`config.mk`:
```
export PLATFORM = sky130hd
export DESIGN_NAME = sound_sequencer
export DESIGN_NICKNAME = d
export VERILOG_FILES = /design/src/rtl/sound_sequencer.sv
export SDC_FILE = /design/constraint.sdc
export NUM_CORES = 1
export LEC_CHECK = 0
export CORE_UTILIZATION = 30
export DETAILED_ROUTE_END_ITERATION = 10
export GPL_TIMING_DRIVEN = 0
export PLACE_DENSITY = 0.48
export SLEW_MARGIN = 25
export SYNTH_ARGS = -nofsm -noshare
export SYNTH_HDL_FRONTEND = slang
export SYNTH_SLANG_ARGS = --single-unit
```
`constraint.sdc`:
```
create_clock -name clk -period 1.92 [get_ports clk]
set_clock_uncertainty 0.15 [all_clocks]
set_input_delay 0.384 -clock clk [delete_from_list [all_inputs] [get_ports clk]]
set_output_delay 0.384 -clock clk [all_outputs]
set_load 0.03 [all_outputs]
```
`src/rtl/sound_sequencer.sv`:
```
// Tune sequencer: plays fixed eat/die tunes by driving an 8-bit oscillator
// and toggling a square-wave speaker on each completed half-period.
module sound_sequencer #(
    parameter int NOTE_HP    = 64,
    parameter int GAP_CYCLES = 16
) (
    input  logic       clk,
    input  logic       rst,
    input  logic       en,
    input  logic       event_eat,
    input  logic       event_die,
    input  logic       at_max,
    output logic [7:0] freq,
    output logic       playSound,
    output logic       speaker,
    output logic       busy
);

    typedef enum logic [1:0] {
        S_IDLE,
        S_PLAY,
        S_RESTART,
        S_GAP
    } state_t;

    localparam logic [7:0] NOTE_HP_C  = 8'(NOTE_HP);
    localparam logic [7:0] GAP_LAST_C = 8'(GAP_CYCLES - 1);

    state_t     state_q, state_d;
    logic       tune_q, tune_d;
    logic [1:0] note_q, note_d;
    logic [7:0] hp_q, hp_d;
    logic [7:0] gap_q, gap_d;
    logic       speaker_q, speaker_d;
    logic [7:0] freq_q, freq_d;

    logic       start;
    logic       preempt;
    logic       last_note;

    // tune 0 = eat, tune 1 = die
    function automatic logic [7:0] rom(input logic tune, input logic [1:0] idx);
        logic [7:0] v;
        case ({tune, idx})
            3'b000:  v = 8'd60;
            3'b001:  v = 8'd40;
            3'b100:  v = 8'd80;
            3'b101:  v = 8'd100;
            3'b110:  v = 8'd140;
            3'b111:  v = 8'd200;
            default: v = 8'd0;
        endcase
        return v;
    endfunction

    always_comb begin
        state_d   = state_q;
        tune_d    = tune_q;
        note_d    = note_q;
        hp_d      = hp_q;
        gap_d     = gap_q;
        speaker_d = speaker_q;
        freq_d    = freq_q;

        start     = (state_q == S_IDLE) && (event_die || event_eat);
        preempt   = (state_q != S_IDLE) && event_die && !tune_q;
        last_note = tune_q ? (note_q == 2'd3) : (note_q == 2'd1);

        if (!en) begin
            state_d   = S_IDLE;
            tune_d    = 1'b0;
            note_d    = '0;
            hp_d      = '0;
            gap_d     = '0;
            speaker_d = 1'b0;
            freq_d    = '0;
        end else if (start || preempt) begin
            // die has priority in IDLE and is the only event that preempts
            state_d   = S_PLAY;
            tune_d    = event_die;
            note_d    = '0;
            hp_d      = '0;
            gap_d     = '0;
            speaker_d = 1'b0;
            freq_d    = rom(event_die, 2'd0);
        end else begin
            case (state_q)
                S_IDLE: ;
                S_PLAY: begin
                    if (at_max) begin
                        speaker_d = ~speaker_q;
                        hp_d      = hp_q + 8'd1;
                        state_d   = S_RESTART;
                    end
                end
                S_RESTART: begin
                    if (hp_q == NOTE_HP_C) begin
                        hp_d      = '0;
                        speaker_d = 1'b0;
                        if (last_note) begin
                            state_d = S_IDLE;
                            tune_d  = 1'b0;
                            note_d  = '0;
                            freq_d  = '0;
                        end else begin
                            note_d  = note_q + 2'd1;
                            gap_d   = '0;
                            state_d = S_GAP;
                        end
                    end else begin
                        state_d = S_PLAY;
                    end
                end
                S_GAP: begin
                    // freq_q keeps the previous note until the gap expires
                    if (gap_q == GAP_LAST_C) begin
                        gap_d   = '0;
                        state_d = S_PLAY;
                        freq_d  = rom(tune_q, note_q);
                    end else begin
                        gap_d = gap_q + 8'd1;
                    end
                end
                default: state_d = S_IDLE;
            endcase
        end
    end

    always_ff @(posedge clk or posedge rst) begin
        if (rst) begin
            state_q   <= S_IDLE;
            tune_q    <= 1'b0;
            note_q    <= '0;
            hp_q      <= '0;
            gap_q     <= '0;
            speaker_q <= 1'b0;
            freq_q    <= '0;
        end else begin
            state_q   <= state_d;
            tune_q    <= tune_d;
            note_q    <= note_d;
            hp_q      <= hp_d;
            gap_q     <= gap_d;
            speaker_q <= speaker_d;
            freq_q    <= freq_d;
        end
    end

    assign freq      = freq_q;
    assign playSound = (state_q == S_PLAY);
    assign speaker   = speaker_q;
    assign busy      = (state_q != S_IDLE);

endmodule

```
==> results of run 1 <==
[worst reg2reg max path: stages, from the launching register on]
cell and delay [ps]:
dfrtp_1 420, or3_4 400, o31ai_4 310, o311ai_4 150, buf_6 160, mux2_4 280
[repair_timing]
action / CTS / global route
hold buffers: 0 / 0
resized for setup: 19 / 23
buffers inserted: 15 / 8
setup endpoints to repair: 25 / 22
pin swaps: 4 / 8
[layer usage]
metal,share of wire [%],GRT usage (%),up-vias
met4,0.44,1.887,0
met5,0,0,-
met3,2.8,2.824,2
met2,48,21.50,15
li1,-,-,714
met1,49,18.00,657
[registers in the layout, summed over array words and instances, names as in the netlist]
| register | cells |
|---|---|
| tune_q | 1 |
| gap_q | 8 |
| freq | 6 |
| hp_q | 8 |
| state_q | 2 |
| note_q | 2 |
| speaker | 1 |
[layout make-up]
cell class / instances / share of cell area [%]
flip-flops and latches: 28 / 31.20
clock buffers: 3 / 1.832
plain buffers: 6 / 2.165
repair buffers: 36 / 13.99
well taps: 72 / 3.998
multi-input cells: 138 / 45.47
inverters: 8 / 1.333
[through the flow]
stage	hold slack, ps	setup TNS [ps]	setup WS (ps)	utilization, %
after floorplan	299.4	0	26.87	-
after global placement	329.3	-14310	-657.6	35.30
after detailed placement	332.4	-13310	-655.7	35.30
after CTS	344.8	-440.8	-82.35	39.19
after global routing	377.5	-901.3	-121.4	41.18
final	346.9	-260.3	-60.03	41.18
[cells in the final DEF, fill, tap and decap left out, drive strengths merged]
master | netlist | routed
nand3 | 7 | 7
a21boi | 1 | 1
o2111ai | 1 | 1
nand2 | 18 | 18
nand3b | 1 | 1
o311ai | 2 | 2
o21ai | 25 | 25
nand4 | 3 | 3
mux2 | 8 | 8
o22a | 1 | 1
o211ai | 1 | 1
clkbuf | 3 | 6
o31ai | 2 | 2
a21oi | 6 | 6
dlygate4sd2 | 0 | 2
nor3 | 5 | 5
o21a | 2 | 2
clkdlybuf4s50 | 0 | 9
xor2 | 1 | 1
a22o | 2 | 2
conb | 1 | 2
nor2b | 4 | 4
dfrtp | 28 | 28
a32o | 1 | 1
and3 | 4 | 4
nand2b | 3 | 3
o32ai | 1 | 1
clkdlybuf4s15 | 0 | 1
nor2 | 17 | 17
inv | 8 | 8
buf | 4 | 27
a21o | 1 | 1
xnor2 | 3 | 3
a31oi | 3 | 3
ha | 7 | 7
or2 | 1 | 1
or3 | 2 | 2
nand4bb | 1 | 1
and2 | 2 | 2
[cells by family after synthesis]
family	Yosys count	share of synthesized area, %
AO/OA/AOI/OAI	49	20.65
XOR/XNOR	4	2.058
adder cells (fa/ha/maj)	7	5.143
buffers and inverters	15	4.334
flip-flops	28	41.15
multiplexers	8	5.511
other	1	0.2202
AND/OR/NAND/NOR	68	20.94
[worst min-delay path by stage]
stage          depth (start not counted)        to  slack (ps)
2_1_floorplan                          1   freq[2]         300
3_3_place_gp                           1  gap_q[7]         330
3_5_place_dp                           1  gap_q[7]         330
4_1_cts                                1  gap_q[7]         340
5_1_grt                                1  gap_q[7]         380
6_report                               1  gap_q[7]         350
[power by group through the flow]
stage / Combinational [W] / Clock, W / Sequential (W)
finish: 0.000250 / 0.000319 / 0.000621
global route: 0.000270 / 0.000355 / 0.000624
CTS: 0.000235 / 0.000342 / 0.000621
detailed placement: 0.000216 / 0 / 0.000631
global placement: 0.000216 / 0 / 0.000630
floorplan: 0.000122 / 0 / 0.000654
==> flow_metrics.py, run 1 <==
metrics = {
    "outcome": {
        "outcome": "finished with violations",
        "failed_checks": "negative setup slack",
    },
    "timing": {
        "rsz0062_at_grt": "yes",
        "slew_headroom_pct": 58.47,
        "hold_violations": 0,
        "tightest_slew_ps": 622.0,
        "setup_viol": 7,
        "drv_slew": 0,
        "fin_crit_ps": 1980,
        "setup_slack_ps": -60.03,
        "period_share_pct": 103.1,
        "fmax_ghz": 0.5050,
    },
    "cells_and_area": {
        "multiInputGateArea_mm2": 0.001025,
        "fillers": 570,
        "fin_cells": 291,
        "layout-drive-gt1-share_pct": 30.14,
        "seqCellArea_um2": 703.2,
        "antenna-diode-count": 0,
        "area_growth_syn_to_layout_pct": 32.33,
        "finalInstanceArea_mm2": 0.002253,
        "final_nets": 234,
    },
    "placed_design": {
        "io_buffers": 13,
        "dpl.cell_count": 266,
        "postPlaceCellArea_mm2": 0.001932,
        "dp.final_hpwl_um": 2484,
        "globalplace.congestion": 0.7307,
    },
    "critical_path": {
        "worstSetupEndpointType": "register",
        "crit_family": "compound AO/OA/AOI/OAI gates",
        "path_depth": 5,
        "start_kind": "register",
        "cp.arrival_ps": 2000,
        "path_max_fanout": 4,
        "slowest_delay_ps": 420,
        "startpoint": "gap_q[5]",
        "slowest_stage": "dfrtp_1",
        "worstReg2RegStart": "gap_q[5]",
        "r2r_cells": 5,
        "cp.required_ps": 1940,
        "setup.worst_path.end": "freq[2]",
        "path_cells": "or3_4, o31ai_4, o311ai_4, buf_6, mux2_4",
        "cp_num_buf_inv": 1,
        "timing.rr.end": "freq[2]",
        "r2r_setup_slack_ps": -60,
        "path_class": "register to register",
    },
    "route": {
        "drtIter0Drc": 72,
        "drc": 0,
        "antenna_left": 0,
        "viasPerCell": 4.770,
        "drt_wl_total_um": 3677,
        "dr.pass1.iters": 4,
        "wl_per_cell_um": 12.64,
        "via_count": 1388,
    },
    "worst_hold_path": {
        "hold_class": "register to register",
        "hp-start": "gap_q[7]",
    },
    "pwr": {
        "p_seq_share_pct": 52.2,
        "clock_power_share_pct": 26.8,
        "ir_worst_vdd_mv": 0.3309,
        "intPower_w": 0.0008618,
        "power.density_mw_per_mm2": 527.6,
        "power_w": 0.001189,
        "switching_share_pct": 27.52,
        "total_leakage_power_nw": 0.9589,
        "p_comb_share_pct": 21.0,
        "switchingPower_w": 0.0003272,
    },
    "synthesis": {
        "synth_top_cell_by_area": "dfrtp_1",
        "ys.flop_type": "dfrtp_1",
        "ys_top_cells_by_count": "dfrtp_1, o21ai_0, nand2_1",
        "yosysMostFrequentCell": "dfrtp_1",
        "ys_warn_count": 0,
        "synth-seq-cells": 28,
        "yosysUniqueCellTypes": 44,
        "synthTopCellsByArea": "dfrtp_1, o21ai_0, ha_1, mux2_2, nand2_1",
        "postSynthCellCount": 180,
        "yosys.area.top_type_share_pct": 41.15,
        "synthArstFlopShare_pct": 100.0,
        "synth.avg_cell_area_um2": 9.460,
        "seq_area_frac_synth_pct": 41.15,
        "synth_edf_count": 0,
        "synth_area_mm2": 0.001703,
    },
    "global_routing": {
        "grt_usage_pct": 13.10,
        "grt_max_degree": 29,
        "grt_pass1_vias": 1317,
        "grt_pass1_wl_um": 6258,
        "grt-ovfl-total": 0,
        "antenna_found_initial": 0,
    },
    "floorplanning": {
        "die_w_um": 77.34,
        "die_h_um": 77.34,
        "dieArea_mm2": 0.005981,
        "num_rows": 27,
        "start_util_pct": 31.12,
        "ios": 17,
        "coreArea_mm2": 0.005473,
    },
    "cts": {
        "htree_levels": 1,
        "root_buffer": "clkbuf_8",
        "clock_sinks": 28,
        "clk_latency_ps": 270,
        "cts_buffer_depth": 2,
        "clkTransAtPathRegs_ps": 100,
        "cts_buffers": 3,
        "cts_tree": "done",
    },
    "run": {
        "drv_cap": 0,
    },
}
No activity file was read; power rests on OpenSTA's default activity.
==> run 2, diff against run 1 <==
ABC_CLOCK_PERIOD_IN_PS = 1800   (was not set)
clock period = 1.8 ns   (was 1.92 ns; I/O delays follow)
==> run 2 against run 1 <==
Net effect: the flow still finishes with violations (negative setup slack); register-to-register slack worse by 80 ps; setup slack worse by 81 ps; sequential share of layout area down 2.5 points.
==> flow_metrics.py, run 2 (synthesized netlist as in run 1, its figures left out) <==
metrics = {
    "outcome": {
        "outcome": "finished with violations",
        "failed_checks": "negative setup slack",
    },
    "global_routing": {
        "grt_pass1_wl_um": 6900,
        "grt_usage_pct": 14.47,
        "grt_max_degree": 29,
        "antenna_found_initial": 0,
        "grt_pass1_vias": 1479,
        "grt-ovfl-total": 0,
    },
    "critical_path": {
        "path_class": "register to register",
        "start_kind": "register",
        "worstReg2RegStart": "gap_q[5]",
        "crit_family": "compound AO/OA/AOI/OAI gates",
        "slowest_delay_ps": 410,
        "slowest_stage": "or3_4",
        "r2r_cells": 5,
        "worstSetupEndpointType": "register",
        "cp.required_ps": 1810,
        "timing.rr.end": "freq[4]",
        "cp.arrival_ps": 1950,
        "cp_num_buf_inv": 1,
        "path_max_fanout": 6,
        "r2r_setup_slack_ps": -140,
        "path_cells": "or3_4, o31ai_4, o311ai_4, buf_12, mux2_4",
    },
    "timing": {
        "hold_violations": 0,
        "setup_viol": 16,
        "fin_crit_ps": 1941,
        "tns_ps": -1299,
        "period_share_pct": 107.8,
        "slew_headroom_pct": 59.86,
        "fmax_ghz": 0.5153,
        "fin_hold_ws_ps": 330.3,
        "rsz0062_at_grt": "yes",
        "tightest_slew_ps": 601.2,
        "drv_slew": 0,
        "setup_slack_ps": -140.7,
    },
    "route": {
        "drt_wl_total_um": 4234,
        "antenna_left": 0,
        "via_count": 1498,
        "viasPerCell": 4.895,
        "highest_layer": "met4",
        "drc": 0,
        "wl_met3_um": 126,
        "wl_met1_um": 1858,
        "drtIter0Drc": 63,
        "wl_per_cell_um": 13.84,
        "met2WireLength_um": 2224,
        "dr.pass1.iters": 4,
    },
    "cells_and_area": {
        "fin_cells": 306,
        "layout_commonest_cell": "buf_4",
        "final_util_pct": 45.08,
        "area_growth_syn_to_layout_pct": 44.89,
        "layout-drive-gt1-share_pct": 39.74,
        "fillers": 545,
        "layout_common_cells": "buf_4, dfrtp_1, o21ai_1, nand2_1, nor2_1",
        "antenna-diode-count": 0,
        "final_nets": 249,
    },
    "floorplanning": {
        "die_h_um": 77.34,
        "coreArea_mm2": 0.005473,
        "num_rows": 27,
        "dieArea_mm2": 0.005981,
        "ios": 17,
        "start_util_pct": 31.12,
        "die_w_um": 77.34,
    },
    "placed_design": {
        "globalplace.congestion": 0.8461,
        "dp.final_hpwl_um": 2641,
        "dpl.cell_count": 266,
        "pre_cts_ws_ps": -694.8,
        "io_buffers": 13,
    },
    "pwr": {
        "power.density_mw_per_mm2": 529.0,
        "total_leakage_power_nw": 1.106,
        "ir_worst_vdd_mv": 0.3450,
    },
    "cts": {
        "root_buffer": "clkbuf_8",
        "cts_buffer_depth": 2,
        "cts_tree": "done",
        "cts_buffers": 3,
        "clkTransAtPathRegs_ps": 90,
        "htree_levels": 1,
        "clock_sinks": 28,
        "clk_latency_ps": 270,
        "cts_hold_buf": 0,
    },
    "run": {
        "drv_cap": 0,
    },
    "worst_hold_path": {
        "hold_class": "input port to async pin",
    },
}
==> run 2: cell count changes in the layout (fill, tap and decap cells not counted), moves of 2 or more <==
cell / before / now
buf_2: 0 / 2
buf_4: 22 / 31
buf_6: 4 / 8
clkdlybuf4s50_1: 9 / 2
dfrtp_1: 26 / 22
dfrtp_2: 2 / 6
dlygate4sd2_1: 2 / 7
dlymetal6s2s_1: 0 / 2
mux2_2: 7 / 0
mux2_4: 1 / 8
nand2_1: 18 / 16
nand2_2: 0 / 2
o21ai_0: 16 / 6
o21ai_1: 8 / 18
==> run 2: worst register-to-register path: stages (launching register included) <==
cell and delay [ps]:
dfrtp_1 400, or3_4 410, o31ai_4 270, o311ai_4 160, buf_12 170, mux2_4 290
==> run 2: power by group <==
part / switching [W] / total (W) / internal [W] / leakage [nW]
registers: 0.0000134 / 0.000662 / 0.000648 / 0.374
logic: 0.000164 / 0.000311 / 0.000147 / 0.711
clock network: 0.000182 / 0.000332 / 0.000150 / 0.0216
==> run 2: area by class of cell <==
type | count | area, um2 | share of cell area, %
Sequential cell | 28 | 708.2 | 28.70
Buffer | 5 | 45.04 | 1.826
Inverter | 8 | 30.03 | 1.217
Clock buffer | 3 | 41.29 | 1.673
Timing Repair Buffer | 51 | 440.4 | 17.85
Multi-Input combinational cell | 139 | 1112 | 45.08
Tap cell | 72 | 90.09 | 3.651
==> run 2: how the worst max path moves through the flow <==
stage / start / to / slack [ps] / cells past startpoint
4_1_cts: hp_q[1] / freq[4] / -160 / 6
2_1_floorplan: state_q[1] / freq[2] / -60 / 7
6_report: gap_q[5] / freq[4] / -140 / 5
3_3_place_gp: event_die / freq[3] / -670 / 5
5_1_grt: gap_q[0] / freq[7] / -190 / 6
3_5_place_dp: event_die / freq[4] / -690 / 5
==> run 2: what timing repair did <==
item / CTS / global route
setup endpoints to repair: 33 / 26
setup buffers: 20 / 21
gates resized for setup: 50 / 40
gates cloned: 2 / 0
pin swaps: 9 / 28
==> run 2: per-stage QoR <==
| stage | cell area [um2] | total power (W) |
|---|---|---|
| 2_1_floorplan | 1729 | 0.0008287 |
| 3_3_place_gp | 1949 | 0.0009011 |
| 3_5_place_dp | 1949 | 0.0009047 |
| 4_1_cts | 2233 | 0.001290 |
| 5_1_grt | 2467 | 0.001379 |
| 6_report | 2467 | 0.001305 |
==> run 2: layer usage <==
layer	vias up	track usage [%]
met5	-	0
met4	0	2.830
met3	2	2.706
met2	27	27.08
met1	725	17.06
li1	744	-
